==> config.mk <==
export PLATFORM = sky130hd
export DESIGN_NAME = xram_arbiter_flat
export DESIGN_NICKNAME = d
export VERILOG_FILES = /design/src/rtl/xram_arbiter_if.sv /design/src/rtl/xram_arbiter.sv /design/src/flat_wrapper.sv
export SDC_FILE = /design/constraint.sdc
export NUM_CORES = 1
export LEC_CHECK = 0
export BUFFER_PORTS_ARGS = -buffer_cell sky130_fd_sc_hd__buf_2
export CORE_MARGIN = 4
export CORE_UTILIZATION = 45
export CTS_CLUSTER_SIZE = 24
export DETAILED_ROUTE_END_ITERATION = 10
export GPL_TIMING_DRIVEN = 0
export PLACE_DENSITY = 0.87
export SYNTH_ARGS = -nofsm -noshare
export SYNTH_HDL_FRONTEND = slang
export SYNTH_SLANG_ARGS = --single-unit
==> constraint.sdc <==
create_clock -name clk -period 2.85 [get_ports clk]
set_input_delay 0.57 -clock clk [delete_from_list [all_inputs] [get_ports clk]]
set_output_delay 0.57 -clock clk [all_outputs]
set_load 0.1 [all_outputs]
==> src/rtl/xram_arbiter_if.sv <==
// XRAM bus bundle: one instance per master port and one for the XRAM side.
// A master drives addr/data_out/stb/wr and receives ack/data_in; the slave
// side (the arbiter for m0..m2, the XRAM model for the shared port) does the
// reverse.
interface xram_arbiter_if;
  logic [15:0] addr;
  logic [7:0]  data_out;
  logic        stb;
  logic        wr;
  logic        ack;
  logic [7:0]  data_in;

  modport master (
    output addr, data_out, stb, wr,
    input  ack, data_in
  );

  modport slave (
    input  addr, data_out, stb, wr,
    output ack, data_in
  );
endinterface

==> src/rtl/xram_arbiter.sv <==
// Round-robin arbiter sharing the single XRAM port between three masters
// (m0 = 8051 core, m1 = mem_wr copy engine, m2 = spare accelerator).
//
//   state | meaning
//   IDLE  | no grant; xram_* and all acks held at 0; arbitrating pending stb
//   BUSY  | arb_grant owns the XRAM port; counting beats and watchdog cycles
//
// A grant is released when the owner drops stb, when it has used up its beat
// window while someone else waits, or when the watchdog sees no ack for
// TIMEOUT cycles (which also sets the sticky arb_timeout flag).
module xram_arbiter #(
  parameter int unsigned MAX_BEATS = 4,
  parameter int unsigned TIMEOUT   = 255
) (
  input  logic                  clk,
  input  logic                  rst,
  xram_arbiter_if.slave         m0,
  xram_arbiter_if.slave         m1,
  xram_arbiter_if.slave         m2,
  xram_arbiter_if.master        xram,
  output logic [1:0]            arb_grant,
  output logic                  arb_busy,
  output logic                  arb_timeout
);

  typedef enum logic [1:0] {
    IDLE = 2'b00,
    BUSY = 2'b01
  } state_t;

  localparam logic [1:0] GRANT_NONE = 2'b11;
  localparam logic [7:0] BEAT_LAST  = 8'(MAX_BEATS - 1);
  localparam logic [7:0] WD_LAST    = 8'(TIMEOUT - 1);

  state_t      state_q, state_d;
  logic [1:0]  grant_q, grant_d;
  logic [1:0]  rr_ptr_q, rr_ptr_d;
  logic [7:0]  beat_cnt_q, beat_cnt_d;
  logic [7:0]  wd_cnt_q, wd_cnt_d;
  logic        timeout_q, timeout_d;

  logic [2:0]  stb_v;
  logic [15:0] x_addr;
  logic [7:0]  x_dout;
  logic        x_stb;
  logic        x_wr;
  logic [2:0]  ack_v;
  logic        others_req;
  logic [2:0]  cand;
  logic [1:0]  pick;
  logic        rel_wd;
  logic        rel_beats;
  logic        rel_drop;

  assign stb_v = {m2.stb, m1.stb, m0.stb};

  assign xram.addr     = x_addr;
  assign xram.data_out = x_dout;
  assign xram.stb      = x_stb;
  assign xram.wr       = x_wr;

  assign m0.ack = ack_v[0];
  assign m1.ack = ack_v[1];
  assign m2.ack = ack_v[2];

  // Read data is broadcast; only the acked master consumes it.
  assign m0.data_in = xram.data_in;
  assign m1.data_in = xram.data_in;
  assign m2.data_in = xram.data_in;

  assign arb_grant   = grant_q;
  assign arb_busy    = (state_q == BUSY);
  assign arb_timeout = timeout_q;

  // State, grant, pointer, counters and sticky flag; reset drops any grant.
  always_ff @(posedge clk) begin
    if (rst) begin
      state_q    <= IDLE;
      grant_q    <= GRANT_NONE;
      rr_ptr_q   <= 2'd0;
      beat_cnt_q <= 8'd0;
      wd_cnt_q   <= 8'd0;
      timeout_q  <= 1'b0;
    end else begin
      state_q    <= state_d;
      grant_q    <= grant_d;
      rr_ptr_q   <= rr_ptr_d;
      beat_cnt_q <= beat_cnt_d;
      wd_cnt_q   <= wd_cnt_d;
      timeout_q  <= timeout_d;
    end
  end

  // Arbitration, port mux, ack routing and release decisions.
  always_comb begin
    state_d    = state_q;
    grant_d    = grant_q;
    rr_ptr_d   = rr_ptr_q;
    beat_cnt_d = beat_cnt_q;
    wd_cnt_d   = wd_cnt_q;
    timeout_d  = timeout_q;
    x_addr     = 16'd0;
    x_dout     = 8'd0;
    x_stb      = 1'b0;
    x_wr       = 1'b0;
    ack_v      = 3'b000;
    others_req = 1'b0;
    cand       = 3'd0;
    pick       = GRANT_NONE;
    rel_wd     = 1'b0;
    rel_beats  = 1'b0;
    rel_drop   = 1'b0;

    unique case (state_q)
      IDLE: begin
        // Scan from the highest offset down so the first requester after
        // rr_ptr is the last one written and therefore wins.
        for (int i = 2; i >= 0; i--) begin
          cand = {1'b0, rr_ptr_q} + 3'(i);
          if (cand >= 3'd3) cand = cand - 3'd3;
          if (stb_v[cand[1:0]]) pick = cand[1:0];
        end
        if (pick != GRANT_NONE) begin
          grant_d    = pick;
          state_d    = BUSY;
          beat_cnt_d = 8'd0;
          wd_cnt_d   = 8'd0;
        end
      end

      BUSY: begin
        case (grant_q)
          2'd0: begin
            x_addr = m0.addr; x_dout = m0.data_out; x_stb = m0.stb; x_wr = m0.wr;
            ack_v[0]   = xram.ack & m0.stb;
            others_req = m1.stb | m2.stb;
          end
          2'd1: begin
            x_addr = m1.addr; x_dout = m1.data_out; x_stb = m1.stb; x_wr = m1.wr;
            ack_v[1]   = xram.ack & m1.stb;
            others_req = m0.stb | m2.stb;
          end
          2'd2: begin
            x_addr = m2.addr; x_dout = m2.data_out; x_stb = m2.stb; x_wr = m2.wr;
            ack_v[2]   = xram.ack & m2.stb;
            others_req = m0.stb | m1.stb;
          end
          default: ;
        endcase

        // beat_cnt counts within the current beat window and restarts at
        // MAX_BEATS, so a master that streams on after a window with no
        // contender is limited again at the next window boundary.
        if (xram.ack) begin
          beat_cnt_d = (beat_cnt_q == BEAT_LAST) ? 8'd0 : beat_cnt_q + 8'd1;
          wd_cnt_d   = 8'd0;
        end else if (wd_cnt_q != 8'hff) begin
          wd_cnt_d   = wd_cnt_q + 8'd1;
        end

        rel_wd    = !xram.ack && (wd_cnt_q == WD_LAST);
        rel_beats = xram.ack && (beat_cnt_q == BEAT_LAST) && others_req;
        rel_drop  = !x_stb;

        if (rel_wd || rel_beats || rel_drop) begin
          state_d   = IDLE;
          grant_d   = GRANT_NONE;
          rr_ptr_d  = (grant_q == 2'd2) ? 2'd0 : grant_q + 2'd1;
          if (rel_wd) timeout_d = 1'b1;
        end
      end

      default: begin
        state_d = IDLE;
        grant_d = GRANT_NONE;
      end
    endcase
  end

endmodule

==> src/flat_wrapper.sv <==
// flat-port wrapper written by rule: the top's interface ports become plain ports
module xram_arbiter_flat 
#(
  parameter int unsigned MAX_BEATS = 4,
  parameter int unsigned TIMEOUT   = 255
)
  (clk, rst, arb_grant, arb_busy, arb_timeout, m0_addr, m0_data_out, m0_stb, m0_wr, m0_ack, m0_data_in, m1_addr, m1_data_out, m1_stb, m1_wr, m1_ack, m1_data_in, m2_addr, m2_data_out, m2_stb, m2_wr, m2_ack, m2_data_in, xram_addr, xram_data_out, xram_stb, xram_wr, xram_ack, xram_data_in);
  xram_arbiter_if m0_i ();
  xram_arbiter_if m1_i ();
  xram_arbiter_if m2_i ();
  xram_arbiter_if xram_i ();
  input  logic clk;
  input  logic rst;
  output logic [1:0] arb_grant;
  output logic arb_busy;
  output logic arb_timeout;
  input wire logic [$bits(m0_i.addr)-1:0] m0_addr;
  input wire logic [$bits(m0_i.data_out)-1:0] m0_data_out;
  input wire logic [$bits(m0_i.stb)-1:0] m0_stb;
  input wire logic [$bits(m0_i.wr)-1:0] m0_wr;
  output wire logic [$bits(m0_i.ack)-1:0] m0_ack;
  output wire logic [$bits(m0_i.data_in)-1:0] m0_data_in;
  input wire logic [$bits(m1_i.addr)-1:0] m1_addr;
  input wire logic [$bits(m1_i.data_out)-1:0] m1_data_out;
  input wire logic [$bits(m1_i.stb)-1:0] m1_stb;
  input wire logic [$bits(m1_i.wr)-1:0] m1_wr;
  output wire logic [$bits(m1_i.ack)-1:0] m1_ack;
  output wire logic [$bits(m1_i.data_in)-1:0] m1_data_in;
  input wire logic [$bits(m2_i.addr)-1:0] m2_addr;
  input wire logic [$bits(m2_i.data_out)-1:0] m2_data_out;
  input wire logic [$bits(m2_i.stb)-1:0] m2_stb;
  input wire logic [$bits(m2_i.wr)-1:0] m2_wr;
  output wire logic [$bits(m2_i.ack)-1:0] m2_ack;
  output wire logic [$bits(m2_i.data_in)-1:0] m2_data_in;
  output wire logic [$bits(xram_i.addr)-1:0] xram_addr;
  output wire logic [$bits(xram_i.data_out)-1:0] xram_data_out;
  output wire logic [$bits(xram_i.stb)-1:0] xram_stb;
  output wire logic [$bits(xram_i.wr)-1:0] xram_wr;
  input wire logic [$bits(xram_i.ack)-1:0] xram_ack;
  input wire logic [$bits(xram_i.data_in)-1:0] xram_data_in;
  assign m0_i.addr = m0_addr;
  assign m0_i.data_out = m0_data_out;
  assign m0_i.stb = m0_stb;
  assign m0_i.wr = m0_wr;
  assign m0_ack = m0_i.ack;
  assign m0_data_in = m0_i.data_in;
  assign m1_i.addr = m1_addr;
  assign m1_i.data_out = m1_data_out;
  assign m1_i.stb = m1_stb;
  assign m1_i.wr = m1_wr;
  assign m1_ack = m1_i.ack;
  assign m1_data_in = m1_i.data_in;
  assign m2_i.addr = m2_addr;
  assign m2_i.data_out = m2_data_out;
  assign m2_i.stb = m2_stb;
  assign m2_i.wr = m2_wr;
  assign m2_ack = m2_i.ack;
  assign m2_data_in = m2_i.data_in;
  assign xram_addr = xram_i.addr;
  assign xram_data_out = xram_i.data_out;
  assign xram_stb = xram_i.stb;
  assign xram_wr = xram_i.wr;
  assign xram_i.ack = xram_ack;
  assign xram_i.data_in = xram_data_in;
  xram_arbiter #(.MAX_BEATS(MAX_BEATS), .TIMEOUT(TIMEOUT)) u_core (.clk(clk), .rst(rst), .m0(m0_i), .m1(m1_i), .m2(m2_i), .xram(xram_i), .arb_grant(arb_grant), .arb_busy(arb_busy), .arb_timeout(arb_timeout));
endmodule
### Word-level counts from Yosys, hierarchy flattened

Index checks and enable logic that the tools add are counted.

| storage, ports and cells | value |
|---|---|
| register bits | 23 |
| output and inout port bits | 57 |
| word-level logic and storage cells | 97 |

| cells by class | value |
|---|---|
| add/subtract/negate cells | 8 |
| $lt $le $gt $ge | 6 |
| equality and inequality tests | 11 |
| mux-type cells | 45 |
| bitwise logic cells | 6 |
| reduce and logical (&&, ||, !) cells | 15 |

Operators by type and width:

| kind | number |
|---|---|
| $mux 8 | 6 |
| $pmux 16 s3 | 1 |
| $pmux 8 s2 | 2 |
| $mux 2 | 15 |
| $pmux 8 s3 | 1 |
| $add 8x1->8 const B | 2 |
| $mux 16 | 1 |
| $mux 1 | 10 |
| $lt 2x3->1 const B | 3 |
| $pmux 1 s3 | 3 |
| $reduce_and 3->1 | 3 |
| $eq 8x2->1 const B | 1 |
| $eq 8x8->1 const B | 1 |
| $ne 8x8->1 const B | 1 |
| $pmux 2 s2 | 2 |
| $bmux 1 s2 | 3 |
| $ge 3x2->1 const B | 2 |
| $ne 2x1->1 const B | 3 |
| $sub 2x2->2 const B | 3 |
| $eq 2x1->1 const B | 2 |
| $logic_not 2->1 | 2 |
| $reduce_and 2->1 | 2 |
| $add 2x1->3 const B | 1 |
| $add 2x2->3 const B | 1 |
| 12 further kinds | 20 |

### Depth between registers and ports, before layout

Gate-level depths: netlist (run 1).

| logic depth | value |
|---|---|
| depth in word-level cells | 13 |
| mapped depth | 8 |
| depth with buffers taken out | 7 |

### Least setup slack after synthesis (run 1)

Ideal clock, no wire load.

| path | value |
|---|---|
| path kind | reg-to-output |
| from | reg u_core.grant_q[0] (netlist: u_core.arb_grant[0]) |
| to | out xram_addr[14] |
| arrival time | 3107 ps |
| slack | -827 ps |
| stages on the path, launching flop included | 6 |
| cells stage by stage | dfxtp_1 ha_1 buf_2 clkbuf_1 a222oi_1 nor2_1 |

| on the way | value |
|---|---|
| cells in the longest elaborated chain, start to end | 3 |

RTL lines:

| item | RTL line | text |
|---|---|---|
| start: declaration | xram_arbiter.sv:36 | `logic [1:0] grant_q, grant_d;` |
| start signal: assignment | xram_arbiter.sv:86 | `grant_q <= grant_d;` |
| $eq 2x2->1 (tied with other cells) | xram_arbiter.sv:132 | `case (grant_q)` |
| $pmux 16 s3 (*) | xram_arbiter.sv:132 |  |
| $mux 16 (*) | xram_arbiter.sv:114 | `unique case (state_q)` |
| end: declaration | flat_wrapper.sv:35 | `output wire logic [$bits(xram_i.addr)-1:0] xram_addr;` |

Every way passes the cells marked *; elsewhere a longest branch is shown, timed or not.

### Final worst setup path (run 1)

| path | value |
|---|---|
| from | reg u_core.grant_q[1] (netlist: u_core.arb_grant[1]) |
| to | out xram_addr[12] |

The elaborated chain is that of the path after synthesis.

==> results of run 1 <==
[final timing paths]
kind | start | endpoint | slack [ps]
min | u_core.wd_cnt_q[7]$_SDFFE_PP0P_ | u_core.wd_cnt_q[7]$_SDFFE_PP0P_ | 490
min reg2reg | u_core.wd_cnt_q[7]$_SDFFE_PP0P_ | u_core.wd_cnt_q[7]$_SDFFE_PP0P_ | 490
max reg2reg | u_core.rr_ptr_q[0]$_SDFFE_PP0P_ | u_core.wd_cnt_q[4]$_SDFFE_PP0P_ | 690
max | u_core.arb_grant[1]$_SDFFE_PP1P_ | xram_addr[12] | 130
[sequential cells by signal, summed over array words and instances, names as in the netlist]
register            flops
u_core.arb_grant        2
u_core.arb_timeout      1
u_core.beat_cnt_q       8
u_core.rr_ptr_q         2
u_core.state_q          1
u_core.wd_cnt_q         8
[power groups by stage]
stage / clock network (mW) / registers, mW / logic, mW
floorplan: 0 / 0.379 / 0.558
detailed placement: 0 / 0.342 / 0.750
global route: 0.212 / 0.337 / 0.804
global placement: 0 / 0.341 / 0.741
CTS: 0.194 / 0.334 / 0.752
finish: 0.189 / 0.335 / 0.766
[per-layer routing]
| layer | share of wire, % | vias up |
|---|---|---|
| met5 | 0 | - |
| met4 | 3.5 | 0 |
| met3 | 9.2 | 29 |
| met2 | 49 | 125 |
| met1 | 38 | 1204 |
| li1 | - | 1255 |
[repair_timing]
action,in CTS,in global routing
gates resized for setup,2,39
endpoints found under the setup margin,5,24
cloned,0,0
pin swaps,0,8
[critical path: stages (launching register included)]
cell	delay (ps)
dfxtp_2	390
inv_1	110
ha_1	180
buf_2	170
clkbuf_2	210
a222oi_1	500
nor2_4	30
clkbuf_4	290
[placed cells by master (no fill, tap or decap), types with 6 or more instances in the layout]
| cell type | synthesis | routed |
|---|---|---|
| nand2_1 | 12 | 12 |
| clkbuf_2 | 0 | 6 |
| inv_1 | 7 | 7 |
| a222oi_1 | 25 | 25 |
| clkbuf_8 | 3 | 6 |
| nand3_1 | 7 | 7 |
| a21oi_1 | 15 | 15 |
| dfxtp_1 | 22 | 19 |
| ha_1 | 11 | 11 |
| buf_4 | 24 | 31 |
| a41oi_1 | 6 | 6 |
| nor2_1 | 37 | 8 |
| a211oi_1 | 6 | 6 |
| nor2_4 | 0 | 10 |
| buf_2 | 3 | 117 |
| clkbuf_4 | 0 | 16 |
| o21ai_0 | 7 | 7 |
| a311oi_1 | 7 | 7 |
| nor2_2 | 1 | 20 |
[final cells by class]
class / instances / area, sq um
fill: 371 / 1354
inverter: 7 / 26.28
clock buffer: 3 / 41.29
timing repair buffer: 136 / 735.7
buffer: 42 / 292.8
sequential: 22 / 444.2
tap: 52 / 65.06
multi-input combinational: 183 / 1425
[through the flow]
step                      std cells  power [mW]  util [%]  hold slack (ps)  worst slack, ps
after global placement          442       1.081     66.70            458.6            259.5
final                           445       1.290     69.12            488.4            133.0
after detailed placement        442       1.091     66.70            465.4            261.7
after floorplan                 254      0.9377         -            450.7           -34.55
after CTS                       445       1.281     67.72            482.5            16.15
after global routing            445       1.353     69.12            521.8           -2.568
[kinds of logic (layout without fill, tap and decap cells)]
group                      count (synthesis)  count (layout)  synth area share [%]
and+or+nand+nor                           81              81                 19.71
adders and majority gates                 11              11                 6.711
AOI/OAI and AO/OA                         89              89                 36.12
muxes                                      1               1                0.5491
xor gates and xnor gates                   1               1                0.4272
buffers and inverters                     49             188                 15.01
DFF                                       22              22                 21.48
==> run metrics, run 1 <==
H-tree Lvls 1; Yosys warning count 0; setup bufs post-CTS 0; worst min path class register to register; most common cell in the netlist nor2_1; Crit Path Category register to output pin; CTS Sinks 22; die height 75.51 um; commonest cells in the netlist nor2_1, a222oi_1, buf_4, dfxtp_1, a21oi_1; vias in the first global route 2389; syn nets 354; CP arrival 2150 ps; Min Clock Period, post-route 2717 ps; PortBufs 136; DP HPWL 6408 um; clock root cell clkbuf_8; total negative slack 0 ps; clock skew 1.502 ps; Clk network pwr share 14.7%; Yosys cell types 47; largest net degree at the start of global routing 12; top_reg_cell synth dfxtp_1; Seq/Total Area, Yosys 21.48%; DRC viols 0; share of the synthesized area in the top cell type 21.48%; Clock transition at path regs 70 ps; Post-CTS Hold Fix Bufs 0; total number of vias 2613; Final Setup Violations 0; # IOs 146; core region area 0.004384 sq mm; DR iter-0 viols 276; Yosys top cell by area dfxtp_1; Max-slew headroom 60.05%; TritonCTS clock tree built; number of flops mapped to enable cells by yosys 0; Psw 664.5 uW; sequential power share 26.0%; sw frac 51.52%; pwr/cell area 425.6 mW/mm^2; outcome complete, no violations; async set-reset flop share out of synthesis 0%; worst reg2reg path depth 8; vias per inst 5.872; flops & latches, synth 22; M2 GR Usage 45.73%; crit path launch type register; DRT Pass-1 Iters 6; drt total wl 7715 um; synthesized instance count 254; ANT nets after route 0; placement row count 24; clk buf depth 2; Final Net Count 495; CP max FO 10; TritonCTS buffer count 3; Worst VDD drop 0.2787 mV; share of cells above drive strength 1 57.25%; worst-margin pin slew 591.6 ps; Diodes inserted 0; synthesized area 0.002051 sq mm; Syn Area/Cell 8.074 sq um; cell depth of the worst hold path 1; grt met1 use 30.58%; Global Route met3 Usage 5.805%; Final Hold Viols 0; top post-synthesis cells by area dfxtp_1, a222oi_1, buf_4; grt ovf 0; Internal 625.3 uW; clk_lat worst skew 260 ps; Critical Path RT 2280 ps; wire length per cell 17.34 um; starting density of the core 46.78%; DIE AREA 0.005701 sq mm; Max-Cap Viols 0; first-pass GRT wire length 11480 um; overall die width 75.51 um; GRT Overall Usage 25.78%; Final Cell Area 0.003030 sq mm; Max Clock Freq 0.3680 GHz; GPL Wtd Cong 0.9039; final worst-path cycle share 95.33%; part of the power in combinational logic 59.3%; final slew viol count 0; Post-DP Area 0.002924 sq mm; CP endpoint kind output pin; Area Growth Syn to Fin 47.77%; initial antenna violation count 0; Leak 1.334 nW; GRT busiest layer met2
Note: power is estimated with default switching activity, not from simulation.
==> run 2: changes to the inputs <==
Settings changed: GPL_TIMING_DRIVEN 0 to not set.
==> run metrics, run 2 (synthesized netlist as in run 1, its figures left out) <==
Final Net Count 436; setup bufs post-CTS 0; starting density of the core 46.78%; capturing point of the worst reg2reg path u_core.rr_ptr_q[1]$_SDFFE_PP0P_; Worst VDD drop 0.4187 mV; Max-slew headroom 60.66%; Hold Path Origin u_core.rr_ptr_q[0]$_SDFFE_PP0P_; first-pass GRT wire length 12030 um; DR iter-0 viols 327; Leak 1.183 nW; die height 75.51 um; TritonCTS buffer count 3; flop2flop setup slack 620 ps; worst-margin pin slew 582.5 ps; GPL Wtd Cong 0.8234; total number of vias 2485; Clock transition at path regs 70 ps; vias in the first global route 2254; CP arrival 2020 ps; final worst-path cycle share 90.88%; Final Hold Viols 0; Area Growth Syn to Fin 48.26%; crit path launch type register; end of the worst hold path u_core.rr_ptr_q[0]$_SDFFE_PP0P_; largest net degree at the start of global routing 27; Critical Path RT 2280 ps; CP endpoint kind output pin; grt ovf 0; core region area 0.004384 sq mm; worst reg2reg path depth 7; TritonCTS clock tree built; Finished Layout Cells 388; most frequent cells in the layout buf_2, buf_12, a222oi_1; H-tree Lvls 1; Post-DP Area 0.002964 sq mm; DP HPWL 6352 um; Internal 730.5 uW; sw frac 42.96%; DRT Pass-1 Iters 7; filler cell count 343; Clk network pwr share 22.8%; wire length per cell 21.03 um; GRT Overall Usage 27.98%; pwr/cell area 421.2 mW/mm^2; CTS Sinks 22; sequential power share 26.5%; share of cells above drive strength 1 51.94%; ANT nets after route 0; clk buf depth 2; CP max FO 10; Final Cell Area 0.003040 sq mm; PortBufs 113; clock root cell clkbuf_8; Final Setup Violations 0; vias per inst 6.405; drt total wl 8159 um; commonest non-fill, non-tap cell in the layout buf_2; part of the power in combinational logic 50.8%; DP Cell Count 383; outcome complete, no violations; Psw 550.3 uW; biggest regs u_core.beat_cnt_q x8, u_core.wd_cnt_q x8; overall die width 75.51 um; worst min path class register to register; initial antenna violation count 0; placement row count 24; Max-Cap Viols 0; cell depth of the worst hold path 2; Max Clock Freq 0.3861 GHz; R2R Path Start u_core.arb_grant[0]$_SDFFE_PP1P_; Crit Path Category register to output pin; clock skew 8.652 ps; clk_lat worst skew 270 ps; DRC viols 0; RSZ-0062 raised after global routing false; DIE AREA 0.005701 sq mm; total power 1.281 mW; Min Clock Period, post-route 2590 ps; # IOs 146; final slew viol count 0
run 2: cell count changes in the layout (fill, tap and decap cells not counted), sizes merged:
cell | previous run | this run
buf | 148 | 119
bufinv | 0 | 1
clkbuf | 33 | 3
diode | 0 | 1
run 2: worst max-delay path by stage:
stage / startpoint / to / slack, ps / cells after the start
detailed placement: u_core.arb_grant[0]$_SDFFE_PP1P_ / xram_data_out[3] / 410 / 6
floorplan: u_core.arb_grant[0]$_SDFFE_PP1P_ / xram_addr[10] / -30 / 5
finish: u_core.arb_grant[1]$_SDFFE_PP1P_ / xram_addr[8] / 260 / 6
CTS: u_core.arb_grant[0]$_SDFFE_PP1P_ / xram_data_out[3] / 130 / 6
global route: u_core.arb_grant[0]$_SDFFE_PP1P_ / xram_addr[8] / 140 / 6
global placement: u_core.arb_grant[0]$_SDFFE_PP1P_ / xram_data_out[0] / 480 / 6
run 2: stage by stage:
step / utilization, % / worst slack, ps / hold slack (ps) / setup TNS [ps]
detailed placement: 67.61 / 413.0 / 490.4 / 0
finish: 69.35 / 259.8 / 508.0 / 0
global placement: 67.61 / 477.0 / 455.1 / 0
CTS: 69.24 / 129.7 / 507.3 / 0
floorplan: - / -34.55 / 450.7 / -349.9
global route: 69.29 / 143.9 / 538.6 / 0
run 2: timing repair:
| action | 4_1_cts | 5_1_grt |
|---|---|---|
| hold buffers | 0 | 0 |
| setup endpoints to repair | 0 | 2 |
| resized for setup | 0 | 1 |
run 2: routing by layer:
| layer | vias to the layer above | global-route usage (%) | wire, um |
|---|---|---|---|
| li1 | 1137 | - | - |
| met1 | 1192 | 32.72 | 3044 |
| met2 | 142 | 52.73 | 4207 |
| met3 | 14 | 4.749 | 774 |
| met4 | 0 | 6.408 | 132 |
| met5 | - | 0 | 0 |
run 2: cell type report:
class	count	area (sq um)	share of cell area, %
antenna	1	2.502	0.08230
clock buffer	3	41.29	1.358
clock inverter	1	30.03	0.9877
inverter	7	26.28	0.8642
multi-input combinational	183	1430	47.04
sequential	22	444.2	14.61
tap	52	65.06	2.140
timing repair buffer	119	1001	32.92
run 2: worst max-delay path, stage by stage (launching register included):
cell	delay [ps]
dfxtp_2	400
inv_1	110
ha_1	310
buf_4	220
a222oi_1	430
nor2_2	90
buf_12	190
run 2: power by group through the flow:
stage	Sequential [mW]	Clock, mW	Combinational, mW
after floorplan	0.379	0	0.558
after global placement	0.344	0	0.632
after detailed placement	0.345	0	0.641
after CTS	0.338	0.292	0.645
after global routing	0.342	0.303	0.683
final	0.339	0.291	0.650
==> run 3: changes to the inputs <==
Settings changed: ABC_AREA set to 1, CORE_UTILIZATION 45 to 48, PLACE_DENSITY 0.87 to 0.88.
==> run metrics, run 3 <==
GRT Overall Usage 24.55%; RSZ-0062 raised after global routing false; DRC viols 0; cts repair resizes 0; sequential power share 16.5%; Hold Path Origin u_core.arb_timeout$_SDFFE_PP0P_; commonest non-fill, non-tap cell in the layout nand2_1; most common cell in the netlist nand2_1; initial antenna violation count 0; Clock transition at path regs 80 ps; Finished Layout Cells 569; final worst slack 245.4 ps; clock root cell clkbuf_8; PortBufs 113; Max-Cap Viols 0; Slowest-stage cell, CP ha_1; first-pass GRT wire length 12590 um; die height 78.65 um; commonest cells in the netlist nand2_1, nand3_1, inv_1, nor2_1, buf_4; crit path launch type register; share of the synthesized area in the top cell type 24.44%; final slew viol count 0; uppermost routed layer met4; H-tree Lvls 1; pwr/cell area 852.5 mW/mm^2; GPL Wtd Cong 0.8442; worst-margin pin slew 569.4 ps; M1 wire length 2888 um; Final Hold Viols 0; final worst-path cycle share 91.39%; Critical Path RT 2280 ps; top post-synthesis cells by area nand2_1, dfxtp_1, nand3_1; Diodes inserted 0; Seq/Total Area, Yosys 18.38%; Clk network pwr share 10.9%; wire length per cell 13.60 um; Final Net Count 603; CTS Sinks 22; setup bufs post-CTS 0; Min Clock Period, post-route 2605 ps; biggest regs u_core.beat_cnt_q x8, u_core.wd_cnt_q x8; Yosys cell types 31; clk_lat worst skew 260 ps; synthesized instance count 419; CP max FO 15; Buf/Inv on CP 4; largest net degree at the start of global routing 20; Area Growth Syn to Fin 31.59%; DRT Pass-1 Iters 5; DP HPWL 6040 um; Yosys top cell by area nand2_1; TritonCTS buffer count 3; Max Clock Freq 0.3839 GHz; placement row count 25; Crit Path Category register to output pin; TritonCTS clock tree built; Psw 1.559 mW; outcome complete, no violations; Yosys warning count 0; dpl ws 554.5 ps; drt total wl 7741 um; Max-slew headroom 62.04%; Internal 1.129 mW; vias per inst 5.216; most frequent cells in the layout nand2_1, buf_2, nand3_1; total negative slack 0 ps; R2R Path Start u_core.arb_grant[0]$_SDFFE_PP1P_; CP endpoint kind output pin; core region area 0.004786 sq mm; Post-CTS Hold Fix Bufs 0; delay of the slowest critical-path stage 500 ps; CP delay by family, top buffers and inverters; Final Setup Violations 0; synthesized area 0.002396 sq mm; overall die width 78.65 um; Worst VDD drop 0.5117 mV; total number of vias 2968; clock skew 1.467 ps; # IOs 146; DIE AREA 0.006186 sq mm; CP arrival 2030 ps; top_reg_cell synth dfxtp_1; met3 WL 778 um; grt ovf 0; DR iter-0 viols 198; number of flops mapped to enable cells by yosys 0; Syn Area/Cell 5.718 sq um; filler cell count 454; vias in the first global route 2737; worst min path class register to register; sw frac 57.98%; starting density of the core 50.07%; flops & latches, synth 22; DP Cell Count 565; clk buf depth 2; async set-reset flop share out of synthesis 0%; syn nets 519; crit path launch u_core.arb_grant[1]$_SDFFE_PP1P_; Detail Route met2 WL 3878 um; worst-path cell chain inv_1 > ha_1 > buf_4 > nand2_1 > nand3_1 > nand2_1 > inv_1 > buf_12; Leak 1.770 nW; share of cells above drive strength 1 29.08%; part of the power in combinational logic 72.6%; ANT nets after route 0
-- run 3: cell types whose count changed after synthesis, sizes merged, moves of 7 or more --
cell	previous run	this run
nand2	13	160
inv	7	53
nand3	7	50
a222oi	25	0
nand4	1	17
nor2	38	27
clkbuf	15	5
buf	27	35
a311oi	7	0
-- run 3: cell families (layout without fill, tap and decap cells) --
| group | count (synthesis) | count (layout) | share of synthesized area (%) |
|---|---|---|---|
| AND/OR/NAND/NOR | 259 | 259 | 47.68 |
| flip-flops | 22 | 22 | 18.38 |
| XOR/XNOR | 2 | 2 | 0.7312 |
| AO/OA/AOI/OAI | 31 | 31 | 7.519 |
| buffers and inverters | 94 | 177 | 19.95 |
| adder cells (fa/ha/maj) | 11 | 11 | 5.744 |
-- run 3: path summary, 6_finish.rpt --
check	slack, ps	depth (start not counted)	to
setup reg to reg	650	12	u_core.arb_grant[0]$_SDFFE_PP1P_
setup / recovery	250	8	xram_addr[11]
hold / removal	450	2	u_core.arb_timeout$_SDFFE_PP0P_
hold reg to reg	450	2	u_core.arb_timeout$_SDFFE_PP0P_
-- run 3: cell type report --
type                       count  area [sq um]  share of cell area, %
multi-input combinational    303          1485                  47.10
timing repair buffer         119         865.8                  27.46
sequential                    22         444.2                  14.09
inverter                      54         202.7                  6.429
tap                           67         83.83                  2.659
clock buffer                   3         41.29                  1.310
clock inverter                 1         30.03                 0.9524
-- run 3: stage by stage --
| stage | total power, mW | hold WS, ps | instance area (sq um) | util [%] |
|---|---|---|---|---|
| floorplan | 2.137 | 452.4 | 2407 | - |
| global placement | 2.343 | 436.8 | 3082 | 64.39 |
| detailed placement | 2.388 | 440.8 | 3082 | 64.39 |
| CTS | 2.688 | 453.9 | 3153 | 65.88 |
| global route | 2.894 | 470.3 | 3153 | 65.88 |
| finish | 2.688 | 451.7 | 3153 | 65.88 |
-- run 3: worst register-to-register path: stages (launching register included) --
cell     delay [ps]
dfxtp_2         360
inv_1           110
ha_1            530
buf_4           280
nor2_1           60
o21ai_0         150
nand2_1          80
nand2_1          70
nand2_1          70
nand2_2         130
nand3_1         100
nand2_1          80
nand3_1          70
-- run 3: per-layer routing --
metal	track usage, %	vias up
met1	28.84	1316
met2	43.38	171
met5	0	-
met3	5.390	21
met4	8.916	0
li1	-	1460
-- run 3: power groups by stage --
stage | clock, mW | combinational, mW | sequential [mW]
floorplan | 0 | 1.58 | 0.558
global placement | 0 | 1.90 | 0.441
detailed placement | 0 | 1.94 | 0.448
CTS | 0.299 | 1.95 | 0.442
global route | 0.310 | 2.13 | 0.452
finish | 0.294 | 1.95 | 0.443
